File: config.mk
export PLATFORM = sky130hd
export DESIGN_NAME = draw_cmd_queue
export DESIGN_NICKNAME = d
export VERILOG_FILES = /design/src/rtl/draw_cmd_queue.sv
export SDC_FILE = /design/constraint.sdc
export NUM_CORES = 2
export LEC_CHECK = 0
export CELL_PAD_IN_SITES_DETAIL_PLACEMENT = 0
export CELL_PAD_IN_SITES_GLOBAL_PLACEMENT = 2
export CORE_UTILIZATION = 48
export DETAILED_ROUTE_END_ITERATION = 6
export GPL_TIMING_DRIVEN = 0
export PLACE_DENSITY = 0.91
export REMOVE_ABC_BUFFERS = 1
export SKIP_CTS_REPAIR_TIMING = 1
export SYNTH_ARGS = -nofsm -noshare
export SYNTH_HDL_FRONTEND = slang
export SYNTH_SLANG_ARGS = --single-unit
File: constraint.sdc
create_clock -name sys_clk -period 18 [get_ports sys_clk]
set_input_delay 3.6 -clock sys_clk [delete_from_list [all_inputs] [get_ports sys_clk]]
set_output_delay 3.6 -clock sys_clk [all_outputs]
set_load 0.005 [all_outputs]
File: src/rtl/draw_cmd_queue.sv
// draw_cmd_queue: command FIFO and frame sequencer in front of the draw engine.
// Each accepted frame_start issues one full-screen clear and then drains exactly
// the commands that were queued when the frame was accepted, one per engine
// draw_en/draw_done handshake. Commands pushed later wait for the next frame.
module draw_cmd_queue #(
    parameter int                  COORD_W      = 16,
    parameter int                  COLOUR_W     = 32,
    parameter int                  DEPTH        = 16,
    parameter logic [COLOUR_W-1:0] CLEAR_COLOUR = '0
) (
    input  logic                    sys_clk,
    input  logic                    reset,

    input  logic                    frame_start,

    input  logic                    cmd_valid,
    output logic                    cmd_ready,
    input  logic [3:0]              cmd_opcode,
    input  logic [COORD_W-1:0]      cmd_ax,
    input  logic [COORD_W-1:0]      cmd_ay,
    input  logic [COORD_W-1:0]      cmd_bx,
    input  logic [COORD_W-1:0]      cmd_by,
    input  logic [COORD_W-1:0]      cmd_cx,
    input  logic [COORD_W-1:0]      cmd_cy,
    input  logic [COLOUR_W-1:0]     cmd_colour,

    output logic [3:0]              opcode,
    output logic [COORD_W-1:0]      ax,
    output logic [COORD_W-1:0]      ay,
    output logic [COORD_W-1:0]      bx,
    output logic [COORD_W-1:0]      by,
    output logic [COORD_W-1:0]      cx,
    output logic [COORD_W-1:0]      cy,
    output logic [COLOUR_W-1:0]     colour,
    output logic                    draw_en,
    input  logic                    draw_done,

    output logic [$clog2(DEPTH):0]  level,
    output logic                    frame_busy,
    output logic                    frame_done,
    output logic                    frame_missed
);

    localparam int IDX_W   = $clog2(DEPTH);
    localparam int PTR_W   = IDX_W + 1;
    localparam int ENTRY_W = 4 + 6 * COORD_W + COLOUR_W;

    localparam logic [PTR_W-1:0] FULL_LEVEL = PTR_W'(DEPTH);

    localparam logic [2:0] S_IDLE        = 3'd0;
    localparam logic [2:0] S_CLEAR_START = 3'd1;
    localparam logic [2:0] S_CLEAR_WAIT  = 3'd2;
    localparam logic [2:0] S_CMD_CHECK   = 3'd3;
    localparam logic [2:0] S_CMD_START   = 3'd4;
    localparam logic [2:0] S_CMD_WAIT    = 3'd5;
    localparam logic [2:0] S_DONE        = 3'd6;

    logic [2:0]         state;
    logic [PTR_W-1:0]   remaining;

    logic [ENTRY_W-1:0] mem [DEPTH];
    logic [PTR_W-1:0]   wptr;
    logic [PTR_W-1:0]   rptr;
    logic [ENTRY_W-1:0] wr_entry;

    logic [3:0]         head_opcode;
    logic [COORD_W-1:0] head_ax;
    logic [COORD_W-1:0] head_ay;
    logic [COORD_W-1:0] head_bx;
    logic [COORD_W-1:0] head_by;
    logic [COORD_W-1:0] head_cx;
    logic [COORD_W-1:0] head_cy;
    logic [COLOUR_W-1:0] head_colour;

    logic push;
    logic pop;
    logic accept_frame;
    logic finish_frame;
    logic wait_done;

    // Slot availability comes straight from the registered occupancy count.
    assign cmd_ready = (level != FULL_LEVEL);

    assign push = cmd_valid && cmd_ready;
    assign pop  = (state == S_CMD_START);

    assign accept_frame = (state == S_IDLE) && frame_start;
    assign finish_frame = (state == S_CMD_CHECK) && (remaining == '0);

    // A done pulse coinciding with our own start pulse belongs to nothing we issued.
    assign wait_done = draw_done && !draw_en;

    assign wr_entry = {cmd_opcode, cmd_ax, cmd_ay, cmd_bx, cmd_by,
                       cmd_cx, cmd_cy, cmd_colour};

    assign {head_opcode, head_ax, head_ay, head_bx, head_by,
            head_cx, head_cy, head_colour} = mem[rptr[IDX_W-1:0]];

    // Pointers wrap modulo 2*DEPTH; level tracks wptr - rptr and holds on push+pop.
    always_ff @(posedge sys_clk) begin
        if (reset) begin
            wptr  <= '0;
            rptr  <= '0;
            level <= '0;
        end else begin
            if (push) begin
                wptr <= wptr + 1'b1;
            end
            if (pop) begin
                rptr <= rptr + 1'b1;
            end
            if (push && !pop) begin
                level <= level + 1'b1;
            end else if (pop && !push) begin
                level <= level - 1'b1;
            end
        end
    end

    // Command storage; contents need no reset because level guards every read.
    always_ff @(posedge sys_clk) begin
        if (push) begin
            mem[wptr[IDX_W-1:0]] <= wr_entry;
        end
    end

    // Frame sequencer: clear first, then exactly the snapshot count of commands.
    always_ff @(posedge sys_clk) begin
        if (reset) begin
            state     <= S_IDLE;
            remaining <= '0;
        end else begin
            case (state)
                S_IDLE: begin
                    if (frame_start) begin
                        remaining <= level;
                        state     <= S_CLEAR_START;
                    end
                end
                S_CLEAR_START: begin
                    state <= S_CLEAR_WAIT;
                end
                S_CLEAR_WAIT: begin
                    if (wait_done) begin
                        state <= S_CMD_CHECK;
                    end
                end
                S_CMD_CHECK: begin
                    if (remaining == '0) begin
                        state <= S_DONE;
                    end else begin
                        state <= S_CMD_START;
                    end
                end
                S_CMD_START: begin
                    remaining <= remaining - 1'b1;
                    state     <= S_CMD_WAIT;
                end
                S_CMD_WAIT: begin
                    if (wait_done) begin
                        state <= S_CMD_CHECK;
                    end
                end
                S_DONE: begin
                    state <= S_IDLE;
                end
                default: begin
                    state <= S_IDLE;
                end
            endcase
        end
    end

    // Frame status: busy spans acceptance to completion, done pulses with the S_DONE cycle.
    always_ff @(posedge sys_clk) begin
        if (reset) begin
            frame_busy   <= 1'b0;
            frame_done   <= 1'b0;
            frame_missed <= 1'b0;
        end else begin
            frame_done <= 1'b0;
            if (accept_frame) begin
                frame_busy <= 1'b1;
            end
            if (finish_frame) begin
                frame_busy <= 1'b0;
                frame_done <= 1'b1;
            end
            if (frame_start && (state != S_IDLE)) begin
                frame_missed <= 1'b1;
            end
        end
    end

    // Engine operands load only in the START states and hold until the next load.
    always_ff @(posedge sys_clk) begin
        if (reset) begin
            draw_en <= 1'b0;
            opcode  <= 4'd0;
            ax      <= '0;
            ay      <= '0;
            bx      <= '0;
            by      <= '0;
            cx      <= '0;
            cy      <= '0;
            colour  <= '0;
        end else begin
            draw_en <= 1'b0;
            if (state == S_CLEAR_START) begin
                draw_en <= 1'b1;
                opcode  <= 4'd0;
                ax      <= '0;
                ay      <= '0;
                bx      <= '0;
                by      <= '0;
                cx      <= '0;
                cy      <= '0;
                colour  <= CLEAR_COLOUR;
            end else if (state == S_CMD_START) begin
                draw_en <= 1'b1;
                opcode  <= head_opcode;
                ax      <= head_ax;
                ay      <= head_ay;
                bx      <= head_bx;
                by      <= head_by;
                cx      <= head_cx;
                cy      <= head_cy;
                colour  <= head_colour;
            end
        end
    end

endmodule

### Yosys cells after proc, flatten, opt, wreduce, memory -nomap -nowiden

Memories as Yosys holds them, arrays and structs flattened. A register that Yosys moved wholly into a read port is not among the register bits.
Index checks and enable logic that the tools add are counted.

| storage, ports and cells | value |
|---|---|
| flip-flop bits (word level) | 27 |
| input port bits | 137 |
| RAM bits | 2,112 |
| memories kept | 1 |
| output and inout port bits | 142 |
| logic and storage cells | 56 |

| operators by class | value |
|---|---|
| eq/ne operators | 8 |
| mux-type cells | 13 |
| add/sub/neg operators | 5 |
| reductions and logical operators | 20 |

Memory list:

| name | words | bits a word | read ports | clocked after Yosys merged registers in | write ports | RTL line | source |
|---|---|---|---|---|---|---|---|
| mem | 16 | 132 | 1 | 1 | 1 | 61 | `logic [ENTRY_W-1:0] mem [DEPTH];` |

Operators with widths:

| operator | count |
|---|---|
| 5-bit by 1-bit adder with 5-bit output (second input constant) | 3 |
| 5-bit two-way mux | 3 |
| 3-bit one-hot mux with 5 select lines | 1 |
| 5-bit one-hot mux with 2 select lines | 1 |
| 5-bit by 1-bit subtractor with 5-bit output (second input constant) | 2 |
| 1-bit logical AND | 7 |
| 3-bit by 2-bit == test with 1-bit output (second input constant) | 2 |
| 3-bit == test (second input constant) | 2 |
| 3-bit two-way mux | 2 |
| 2-bit OR reduction | 3 |
| 5-bit logical NOT | 1 |
| 1-bit two-way mux | 5 |
| 5-bit != test (second input constant) | 1 |
| 2-bit AND reduction | 2 |
| 2-bit nonzero test | 2 |
| 3-bit by 1-bit == test with 1-bit output (second input constant) | 1 |
| 1-bit logical NOT | 3 |
| 3-bit logical NOT | 1 |
| 3-bit nonzero test | 1 |
| 2-bit two-way mux | 1 |
| 2-bit by 1-bit != test with 1-bit output (second input constant) | 1 |
| 2-bit != test (second input constant) | 1 |

### Longest topological paths before layout

| depth | value |
|---|---|
| depth in word-level cells | 6 |
| gate-level depth with buffers | 11 |
| mapped depth without buffers | 9 |

### Least setup slack after synthesis

OpenSTA, ideal clock, no wires.

| path | value |
|---|---|
| path kind | input -> register |
| from | in cmd_valid |
| to | mem mem[0][0] (netlist bit) (enable) |
| buffers on the path | 0 |
| cell stages on the path | 3 |
| required time | 17,215 ps |
| slack | 4,140 ps |
| data arrival time | 13,076 ps |
| library setup time | 785 ps |
| path through | a21boi_1 > nand2_1 > nor3_1 |

| on the way | value |
|---|---|
| longest elaborated chain between the ends | 3 |

Ends and longest elaborated chain:

| what | RTL line | source |
|---|---|---|
| start: declaration | 16 | `input logic cmd_valid,` |
| 1-bit logical AND | 84 | `assign push = cmd_valid && cmd_ready;` |
| 1-bit two-way mux | 122 | `if (push) begin` |
| 1-bit two-way mux (implied by the code) | 123 | `mem[wptr[IDX_W-1:0]] <= wr_entry;` |
| end: declaration | 61 |  |

No other way between the ends.

### Worst setup path after layout

| path | value |
|---|---|
| from | in cmd_valid |
| to | mem mem[1][29] (netlist bit) (enable) |

| on the way | value |
|---|---|
| longest elaborated chain between the ends | 3 |

Ends and longest elaborated chain:

| what | RTL line | source |
|---|---|---|
| 1-bit logical AND | 84 |  |
| named net push | 75 | `logic push;` |
| 1-bit two-way mux | 122 |  |
| 1-bit two-way mux (implied by the code) | 123 |  |

The timed path passes the listed nets, and every way through them passes these cells.

==> results.json <==
{
  "status": "complete, but fails checks",
  "failed_checks": "DRC",
  "path_buf_inv": 7,
  "nets": 4788,
  "async_flop_share_pct": 0,
  "cpPeakStageDelay_ps": 640,
  "post-route-period-util_pct": 34.2,
  "die-area_um2": 180000,
  "grt_use_met2_pct": 37.1,
  "power.density_nw_per_um2": 109,
  "final-setup-viol-count": 0,
  "fill_cells": 12500,
  "cts_tree": "built",
  "die_h_um": 424,
  "crit_chain": "clkdlybuf4s50_1, a21boi_1, nand2_1, nor3_2, buf_6, buf_8, buf_6, buf_6, buf_6, buf_6",
  "finalClockSkew_ps": 57.7,
  "grt_pass1_vias": 43800,
  "finalCriticalPeriod_ps": 6160,
  "ios": 279,
  "ys_warn_count": 0,
  "dp_hpwl_um": 129000,
  "synth_top_area_share_pct": 74.1,
  "hold_path_class": "register to register",
  "ys_seq_area_share_pct": 77.8,
  "r2r-start": "state[2]$_SDFFE_PP0P_",
  "start_util_pct": 48.5,
  "grt-ovfl-total": 0,
  "hold_viol": 0,
  "cts_inserted_buffers": 216,
  "seq_area_um2": 66600,
  "grt_max_degree": 63,
  "grt_pass1_wl_um": 303000,
  "grt_util_all_layers_pct": 23.4,
  "synth_cell_type_count": 59,
  "post_dp_cell_area_um2": 94900,
  "peakVddDrop_uv": 84.5,
  "num_vias": 43800,
  "syn_avg_cell_area_um2": 20.6,
  "drt-initial-drc-count": 4861,
  "cts_root_buffer": "clkbuf_16",
  "hold_start": "ax[5]$_SDFFE_PP0N_",
  "maxCapViolations": 0,
  "crit_family": "buffers and inverters",
  "worstSetupPathType": "input pin to register",
  "r2r-end": "level[4]$_SDFFE_PP0P_",
  "stdcell_area_um2": 102000,
  "crit_fanout": 8,
  "yosysTopAreaCell": "edfxtp_1",
  "h-tree-depth": 4,
  "synth_ff_type": "edfxtp_1",
  "clkSinkCount": 2269,
  "clock_latency_ps": 860,
  "rsz0062_at_grt": "false",
  "drt-vias-per-instance": 6.08,
  "antenna_found_initial": 33,
  "clockBufferDepth": 3,
  "place_congestion": 0.718,
  "portBuffers": 278,
  "avgRoutedWirePerCell_um": 29.4,
  "syn_inst": 4151,
  "first_pass_iters": 7,
  "total_power_uw": 11100,
  "postSynthRegisterBits": 2269,
  "crit_required_ps": 18570,
  "grt.busiest_layer": "met2",
  "die_x_um": 424,
  "rr_worst_depth": 11,
  "clk_pin_slew_worst_paths_ps": 60,
  "final_cell_mix": "edfxtp_1 (2,112), mux2i_1 (358), mux4_2 (344)",
  "wl_um": 211000,
  "syn_area_um2": 85500,
  "grtUsageMet1_pct": 32.4,
  "max_freq_mhz": 162,
  "whs_path_depth": 1,
  "cp-end-kind": "register",
  "synth-edff-count": 2112,
  "drive_above_1_share_pct": 21.4,
  "critPathMostFrequentCell": "buf_6",
  "ant_nets": 0,
  "multi_input_area_um2": 18000,
  "ys_top_cells_by_area": "edfxtp_1 (74%), mux4_2 (9.1%), mux2i_1 (4.2%), dfxtp_1 (3.7%), nand3_1 (1.3%)",
  "start_kind": "input pin",
  "core_um2": 176000,
  "drc": 16,
  "relSlewSlack_pct": 9.76,
  "holdPathEnd": "ax[5]$_SDFFE_PP0N_",
  "layout_commonest_cell": "edfxtp_1",
  "fp-row-count": 154,
  "worst_pin_slew_ps": 1350,
  "reg2reg_slack_ps": 14150,
  "cp.depth": 10,
  "worst_ep_arrival_time_ps": 6730,
  "worst_path_max_delay_cell": "nor3_2",
  "synthToLayoutAreaGrowth_pct": 19.4,
  "met3_usage_pct": 4.04,
  "drv_slew": 0,
  "leakagePower_uw": 0.0312
}
-- worst max-delay path by stage --
stage,start,end,slack [ps]
after floorplan,rptr[1]$_SDFFE_PP0N_,ay[14]$_SDFFE_PP0N_,-6130
after global placement,rptr[1]$_SDFFE_PP0N_,bx[14]$_SDFFE_PP0N_,-52140
after detailed placement,cmd_valid,mem[1][29]$_DFFE_PP_,10990
after CTS,cmd_valid,mem[2][50]$_DFFE_PP_,11890
after global routing,cmd_valid,mem[1][29]$_DFFE_PP_,11740
final,cmd_valid,mem[1][29]$_DFFE_PP_,11840
-- routing by layer --
| layer | share of wire [%] | vias up | wire length, µm |
|---|---|---|---|
| li1 | - | 18400 | - |
| met3 | 8.3 | 382 | 17600 |
| met4 | 3.4 | 20 | 7250 |
| met1 | 40 | 22900 | 84500 |
| met2 | 48 | 2078 | 102000 |
| met5 | 0.061 | - | 128 |
-- kinds of logic (layout without fill, tap and decap cells) --
family                   count (synthesis)  in the layout  synth area share, %
flip-flops                            2269           2269                 77.8
multiplexers                           814            814                 14.7
AO/OA/AOI/OAI                          429            429                 3.67
AND/OR/NAND/NOR                        355            355                 2.11
buffers and inverters                  262            942                 1.39
adder cells (fa/ha/maj)                 12             12                0.184
XOR/XNOR                                10             10                0.102
other                                    0             21                    0
-- registers in the layout, indices dropped and copies added (netlist names) --
signal,flops
frame_missed,1
opcode,4
bx,16
cy,16
draw_en,1
cx,16
level,5
state,3
frame_done,1
rptr,4
by,16
mem,2112
colour,32
ax,16
frame_busy,1
remaining,5
wptr,4
ay,16
-- cells in the mapped netlist, drive strengths merged (2+ instances only) --
cell type and instances:
a211o 5, a21o 2, a21oi 36, a221o 18, a22oi 141, a2bb2oi 2, a31o 31, a32oi 72
and2 4, buf 152, clkbuf 101, dfxtp 157, edfxtp 2112, ha 11, inv 9, mux2 112
mux2i 358, mux4 344, nand2 16, nand2b 8, nand3 214, nand3b 3, nand4 2, nor2 61
nor2b 6, nor3 7, nor3b 2, nor4 24, nor4b 3, o211ai 2, o21ai 33, o22ai 79
xnor2 3, xor2 7
-- layout make-up --
cell class | instances | area share [%]
inverters | 9 | 0.0331
multi-input cells | 1620 | 17.6
flip-flops and latches | 2269 | 65.2
diodes | 21 | 0.0515
clock buffers | 304 | 5.91
well taps | 2340 | 2.87
clock inverters | 106 | 1.13
repair buffers | 523 | 7.20
-- where the power goes --
part	total (µW)	switching [µW]	leakage [µW]	internal [µW]
Sequential	5980	50.3	0.0203	5930
Clock	4540	1940	0.00349	2590
Combinational	598	354	0.00735	243
Total	11100	2350	0.0312	8770
-- worst register-to-register path, delay by kind of cell (launching register included) --
| kind | cells | cell delay (ps) |
|---|---|---|
| flip-flops | 1 | 440 |
| AND/OR/NAND/NOR | 1 | 580 |
| AO/OA/AOI/OAI | 2 | 390 |
| adder cells (fa/ha/maj) | 2 | 700 |
| buffers and inverters | 4 | 1040 |
| multiplexers | 2 | 580 |
-- stage by stage --
step | TNS, ps | utilization (%) | hold slack, ps | cells | setup slack [ps]
finish | 0 | 57.9 | 475 | 7192 | 11840
global route | 0 | 57.8 | 494 | 7191 | 11740
CTS | 0 | 57.8 | 478 | 7171 | 11890
detailed placement | 0 | 53.7 | 464 | 6761 | 10990
global placement | - | 51.0 | 460 | 6516 | -52140
floorplan | -581430 | - | 460 | 3898 | -6130
Power figures use the tool's default switching activity.
